**src/rtl/alu_exec_unit.sv**
```systemverilog
// Multi-cycle ALU behind an enable/done handshake: single-cycle ADD/SUB,
// eight-iteration shift-add MUL and restoring DIV, with a one-cycle done pulse.
`timescale 1ns/1ps

module alu_exec_unit #(
  parameter int WIDTH = 16,
  parameter int OP_W  = 8
) (
  input  logic             clk,
  input  logic             reset,
  input  logic             enable,
  input  logic [3:0]       opcode,
  input  logic [OP_W-1:0]  a,
  input  logic [OP_W-1:0]  b,
  output logic             done,
  output logic [WIDTH-1:0] result,
  output logic             busy,
  output logic             div_by_zero,
  output logic             err
);

  localparam logic [1:0] S_IDLE = 2'd0;
  localparam logic [1:0] S_CALC = 2'd1;
  localparam logic [1:0] S_DONE = 2'd2;

  localparam logic [3:0] OP_ADD = 4'd0;
  localparam logic [3:0] OP_SUB = 4'd1;
  localparam logic [3:0] OP_MUL = 4'd2;
  localparam logic [3:0] OP_DIV = 4'd3;

  localparam logic [2:0] LAST_ITER = 3'd7;

  logic [1:0]        state_q, state_d;
  logic [3:0]        opcode_q, opcode_d;
  logic [OP_W-1:0]   a_q, a_d;
  logic [OP_W-1:0]   b_q, b_d;
  logic [2:0]        cnt_q, cnt_d;
  logic [2*OP_W-1:0] prod_q, prod_d;
  logic [OP_W-1:0]   rem_q, rem_d;
  logic [OP_W-1:0]   quo_q, quo_d;
  logic [WIDTH-1:0]  result_q, result_d;
  logic              err_q, err_d;
  logic              dbz_q, dbz_d;

  logic [OP_W:0]     sum;
  logic [OP_W:0]     diff;
  logic [OP_W:0]     trial;
  logic [2*OP_W-1:0] partial;
  logic [2*OP_W-1:0] prod_next;
  logic [OP_W-1:0]   rem_next;
  logic [OP_W-1:0]   quo_next;

  // One iteration of each arithmetic step, evaluated from the latched operands.
  always_comb begin
    sum       = {1'b0, a_q} + {1'b0, b_q};
    diff      = {1'b0, a_q} - {1'b0, b_q};
    partial   = b_q[cnt_q] ? ({{OP_W{1'b0}}, a_q} << cnt_q) : '0;
    prod_next = prod_q + partial;
    // Restoring division brings in dividend bits MSB first.
    trial     = {rem_q, a_q[LAST_ITER - cnt_q]};
    if (trial >= {1'b0, b_q}) begin
      rem_next = OP_W'(trial - {1'b0, b_q});
      quo_next = {quo_q[OP_W-2:0], 1'b1};
    end else begin
      rem_next = trial[OP_W-1:0];
      quo_next = {quo_q[OP_W-2:0], 1'b0};
    end
  end

  always_comb begin
    // NOTE: every next-state signal defaults to its current value first, so no
    // path through the case statement can leave one unassigned and infer a latch.
    state_d  = state_q;
    opcode_d = opcode_q;
    a_d      = a_q;
    b_d      = b_q;
    cnt_d    = cnt_q;
    prod_d   = prod_q;
    rem_d    = rem_q;
    quo_d    = quo_q;
    result_d = result_q;
    err_d    = err_q;
    dbz_d    = dbz_q;

    case (state_q)
      S_IDLE: begin
        if (enable) begin
          state_d  = S_CALC;
          opcode_d = opcode;
          a_d      = a;
          b_d      = b;
          cnt_d    = '0;
          prod_d   = '0;
          rem_d    = '0;
          quo_d    = '0;
          result_d = '0;
          err_d    = 1'b0;
          dbz_d    = 1'b0;
        end
      end

      S_CALC: begin
        case (opcode_q)
          OP_ADD: begin
            result_d = {{(WIDTH-OP_W-1){1'b0}}, sum};
            state_d  = S_DONE;
          end
          OP_SUB: begin
            result_d = {{(WIDTH-OP_W-1){diff[OP_W]}}, diff};
            state_d  = S_DONE;
          end
          OP_MUL: begin
            prod_d = prod_next;
            cnt_d  = cnt_q + 3'd1;
            if (cnt_q == LAST_ITER) begin
              result_d = WIDTH'(prod_next);
              state_d  = S_DONE;
            end
          end
          OP_DIV: begin
            if (b_q == '0) begin
              result_d = WIDTH'({a_q, {OP_W{1'b1}}});
              dbz_d    = 1'b1;
              state_d  = S_DONE;
            end else begin
              rem_d = rem_next;
              quo_d = quo_next;
              cnt_d = cnt_q + 3'd1;
              if (cnt_q == LAST_ITER) begin
                result_d = WIDTH'({rem_next, quo_next});
                state_d  = S_DONE;
              end
            end
          end
          default: begin
            result_d = '0;
            err_d    = 1'b1;
            state_d  = S_DONE;
          end
        endcase
      end

      S_DONE:  state_d = S_IDLE;
      default: state_d = S_IDLE;
    endcase
  end

  // Operand and scratch registers are cleared on reset as well, so the unit
  // comes up in a fully known state rather than only a known FSM state.
  always_ff @(posedge clk or posedge reset) begin
    if (reset) begin
      state_q  <= S_IDLE;
      opcode_q <= '0;
      a_q      <= '0;
      b_q      <= '0;
      cnt_q    <= '0;
      prod_q   <= '0;
      rem_q    <= '0;
      quo_q    <= '0;
      result_q <= '0;
      err_q    <= 1'b0;
      dbz_q    <= 1'b0;
    end else begin
      // NOTE: non-blocking assignments make every register sample the old
      // values of the others, matching real flip-flop behaviour at the edge.
      state_q  <= state_d;
      opcode_q <= opcode_d;
      a_q      <= a_d;
      b_q      <= b_d;
      cnt_q    <= cnt_d;
      prod_q   <= prod_d;
      rem_q    <= rem_d;
      quo_q    <= quo_d;
      result_q <= result_d;
      err_q    <= err_d;
      dbz_q    <= dbz_d;
    end
  end

  assign done        = (state_q == S_DONE);
  assign busy        = (state_q == S_CALC);
  assign result      = result_q;
  assign err         = err_q;
  assign div_by_zero = dbz_q;

endmodule
```
**config.mk**
```make
export PLATFORM = sky130hd
export DESIGN_NAME = alu_exec_unit
export DESIGN_NICKNAME = d
export VERILOG_FILES = /design/src/rtl/alu_exec_unit.sv
export SDC_FILE = /design/constraint.sdc
export NUM_CORES = 1
export LEC_CHECK = 0
export BUFFER_PORTS_ARGS = -buffer_cell sky130_fd_sc_hd__buf_2
export CAP_MARGIN = 20
export CORE_UTILIZATION = 60
export CTS_CLUSTER_SIZE = 25
export DETAILED_ROUTE_END_ITERATION = 16
export PLACE_DENSITY = 0.8
export SYNTH_ARGS = -nofsm -noshare
export SYNTH_HDL_FRONTEND = slang
export SYNTH_SLANG_ARGS = --single-unit
```
**constraint.sdc**
```tcl
create_clock -name clk -period 5.3 [get_ports clk]
set_input_delay 0.53 -clock clk [delete_from_list [all_inputs] [get_ports clk]]
set_output_delay 0.53 -clock clk [all_outputs]
set_load 0.005 [all_outputs]
```
==> results by group <==
Worst hold path
  – Hold Crit Class: in -> async

Route
  – Average routed wire per standard cell: 19.7 um
  – Final WL: 15000 um
  – Routed via count: 4907
  – Residual DRC: 1
  – Router iterations before antenna repair: 12
  – Initial DRC Count: 468
  – Antenna Nets Post-Route: 0
  – Via/cell ratio: 6.42

Timing
  – Period utilization: 0.736
  – Final Critical Period: 3900 ps
  – Rel. slew slack: 0.482
  – Max Freq: 256 MHz
  – Setup violations, final: 0
  – Worst Slack Setup Final: 1400 ps
  – Fin. max-slew vios: 0
  – Final Skew: 13.0 ps
  – RSZ-0062 raised after global routing: no
  – Final Hold Fails: 0
  – Worst slew pin tran: 777 ps
  – Setup TNS: 0 ps

Yosys
  – Most frequent cells after synthesis: 74 x dfrtp_1, 73 x nand2_1, 58 x o21ai_0
  – Syn_nets: 692
  – #FFs+latches synth: 74
  – Post-synthesis cell area: 0.00552 mm2
  – EDFF count, synth: 0
  – Area contributors post-synth: dfrtp_1 34%, ha_1 9.3%, o21ai_0 5.3%
  – Most numerous cell in the Yosys netlist: dfrtp_1
  – Synthesized netlist cell count: 624
  – Yosys cell types: 69
  – Top_reg_cell synth: dfrtp_1
  – Ys async rst share: 1.00
  – Post-synth top area share: 0.335
  – Syn avg cell area: 8.85 um2
  – Yosys top cell by area: dfrtp_1
  – Sequential fraction of the synthesis area: 0.335
  – Synthesis Warnings: 0

Floorplan
  – DIE AREA: 0.00959 mm2
  – Die width: 97.9 um
  – I/O pin count: 43
  – Initial Util: 0.627
  – Row cnt: 34
  – Core footprint: 0.00881 mm2
  – Die Ht: 97.9 um

Clock tree
  – Max Buffers Root-to-Sink: 2
  – CTS H-tree depth: 3
  – CTS Buf Count: 9
  – CTS Root Buffer Type: clkbuf_8
  – Cts repair resizes: 0
  – CTS clock-pin slew for the worst setup and hold paths: 90 ps
  – CTS tree: built
  – Clock latency on the worst-skew pair: 360 ps
  – Setup Buffers After CTS: 0
  – Hold_buf cts: 0
  – Number of clock sinks: 74

GRT
  – Grt ovf: 0
  – Initial antenna violation count: 0
  – Largest net degree at the start of global routing: 58
  – First-pass GRT wire length: 24500 um
  – Total track usage: 0.331
  – Vias in the first global route: 4797

Power and ir drop
  – P per Cell Area: 561 mW/mm2
  – Peak VDD IR: 0.405 mV
  – Design Power: 3.39 mW
  – Leak: 2.84 nW

Critical path
  – Worst EP arrival: 4100 ps
  – R2r endpoint: prod_q[12]
  – Startpoint type of the worst setup path: register
  – Reg-to-reg critical path startpoint: cnt_q[0]
  – Crit. End Element: register
  – R2R Setup Slk: 1400 ps
  – Worst Path Required: 5500 ps
  – Path depth of the worst reg2reg path: 12
  – Setup CP Type: reg -> reg
  – Crit-path max FO: 20

Layout
  – ANT cells: 0
  – Fillers: 724
  – Nets: 719
  – Area Growth Syn to Fin: 9.52%
  – Share of layout cells above drive strength 1: 0.168

Status
  – Status: finished, violations left
  – Violated checks: design-rule violations

Place
  – Port buffer count: 42
  – Routability-driven placement congestion ratio: 0.972
  – Setup Slack @ Placement: 1510 ps
  – DP HPWL: 11300 um

Flow run
  – Max-Cap Viols: 0
-- cells by family (layout without fill, tap and decap cells) --
group	count (synthesis)	after routing	synth area share
AO/OA/AOI/OAI	178	178	0.208
XOR/XNOR	23	23	0.0379
adder cells (fa/ha/maj)	45	45	0.107
buffers and inverters	57	89	0.0415
flip-flops	74	74	0.335
multiplexers	41	41	0.0868
AND/OR/NAND/NOR	206	206	0.183
-- cell type report --
cell class	instances	area, um2	share of cell area
multi-input combinational	493	3440	0.569
sequential	74	1850	0.306
timing repair buffer	45	245	0.0406
clock buffer	11	141	0.0234
tap	108	135	0.0224
clock inverter	5	125	0.0207
inverter	28	105	0.0174
-- where the power goes --
part / internal, mW / switching (mW)
combinational: 0.746 / 1.08
clock: 0.373 / 0.229
sequential: 0.686 / 0.273
-- layout by cell type (no fill, tap or decap), types with 13 or more instances in the layout --
cell	n
a21oi_1	40
mux2_2	25
inv_1	27
nand3_1	40
xnor2_1	13
nand2_1	72
mux2i_1	13
dfrtp_1	74
buf_2	42
nor2_1	43
ha_1	41
o21ai_0	58
-- per-stage QoR --
step / hold slack [ps] / util / instances / area (um2)
after floorplan: 452 / - / 624 / 5520
after global placement: 452 / 0.654 / 747 / 5760
after detailed placement: 464 / 0.656 / 748 / 5780
after global routing: 171 / 0.687 / 764 / 6050
final: 143 / 0.687 / 764 / 6050
after CTS: 156 / 0.687 / 764 / 6050
-- registers in the layout, indices dropped and copies added, names as in the netlist --
register / cells
prod_q: 16
result: 16
a_q: 8
b_q: 8
rem_q: 8
quo_q: 7
opcode_q: 4
cnt_q: 3
state_q: 2
div_by_zero: 1
err: 1
-- worst max path at each step --
stage | start | to | depth (start not counted)
CTS | cnt_q[0] | result[12] | 12
global route | cnt_q[0] | prod_q[12] | 12
finish | cnt_q[0] | prod_q[12] | 12
global placement | cnt_q[0] | result[14] | 12
floorplan | cnt_q[0] | result[10] | 13
detailed placement | cnt_q[0] | result[12] | 12
-- worst max-delay path, stage by stage (launching register included) --
cell,delay (ps)
dfrtp_1,780
mux4_2,590
nand2_1,150
nor4_1,70
ha_1,260
fa_1,430
a21o_2,220
nand4_1,90
nand3_1,110
a31oi_1,440
o21ai_0,220
xnor2_1,240
o21ai_0,120
-- layer usage --
metal,vias up,GRT usage,share of wire
li1,2317,-,-
met3,40,0.0523,0.078
met4,0,0.136,0.035
met1,2340,0.435,0.41
met5,-,0,0
met2,210,0.548,0.47
Note: power is estimated with default switching activity, not from simulation.
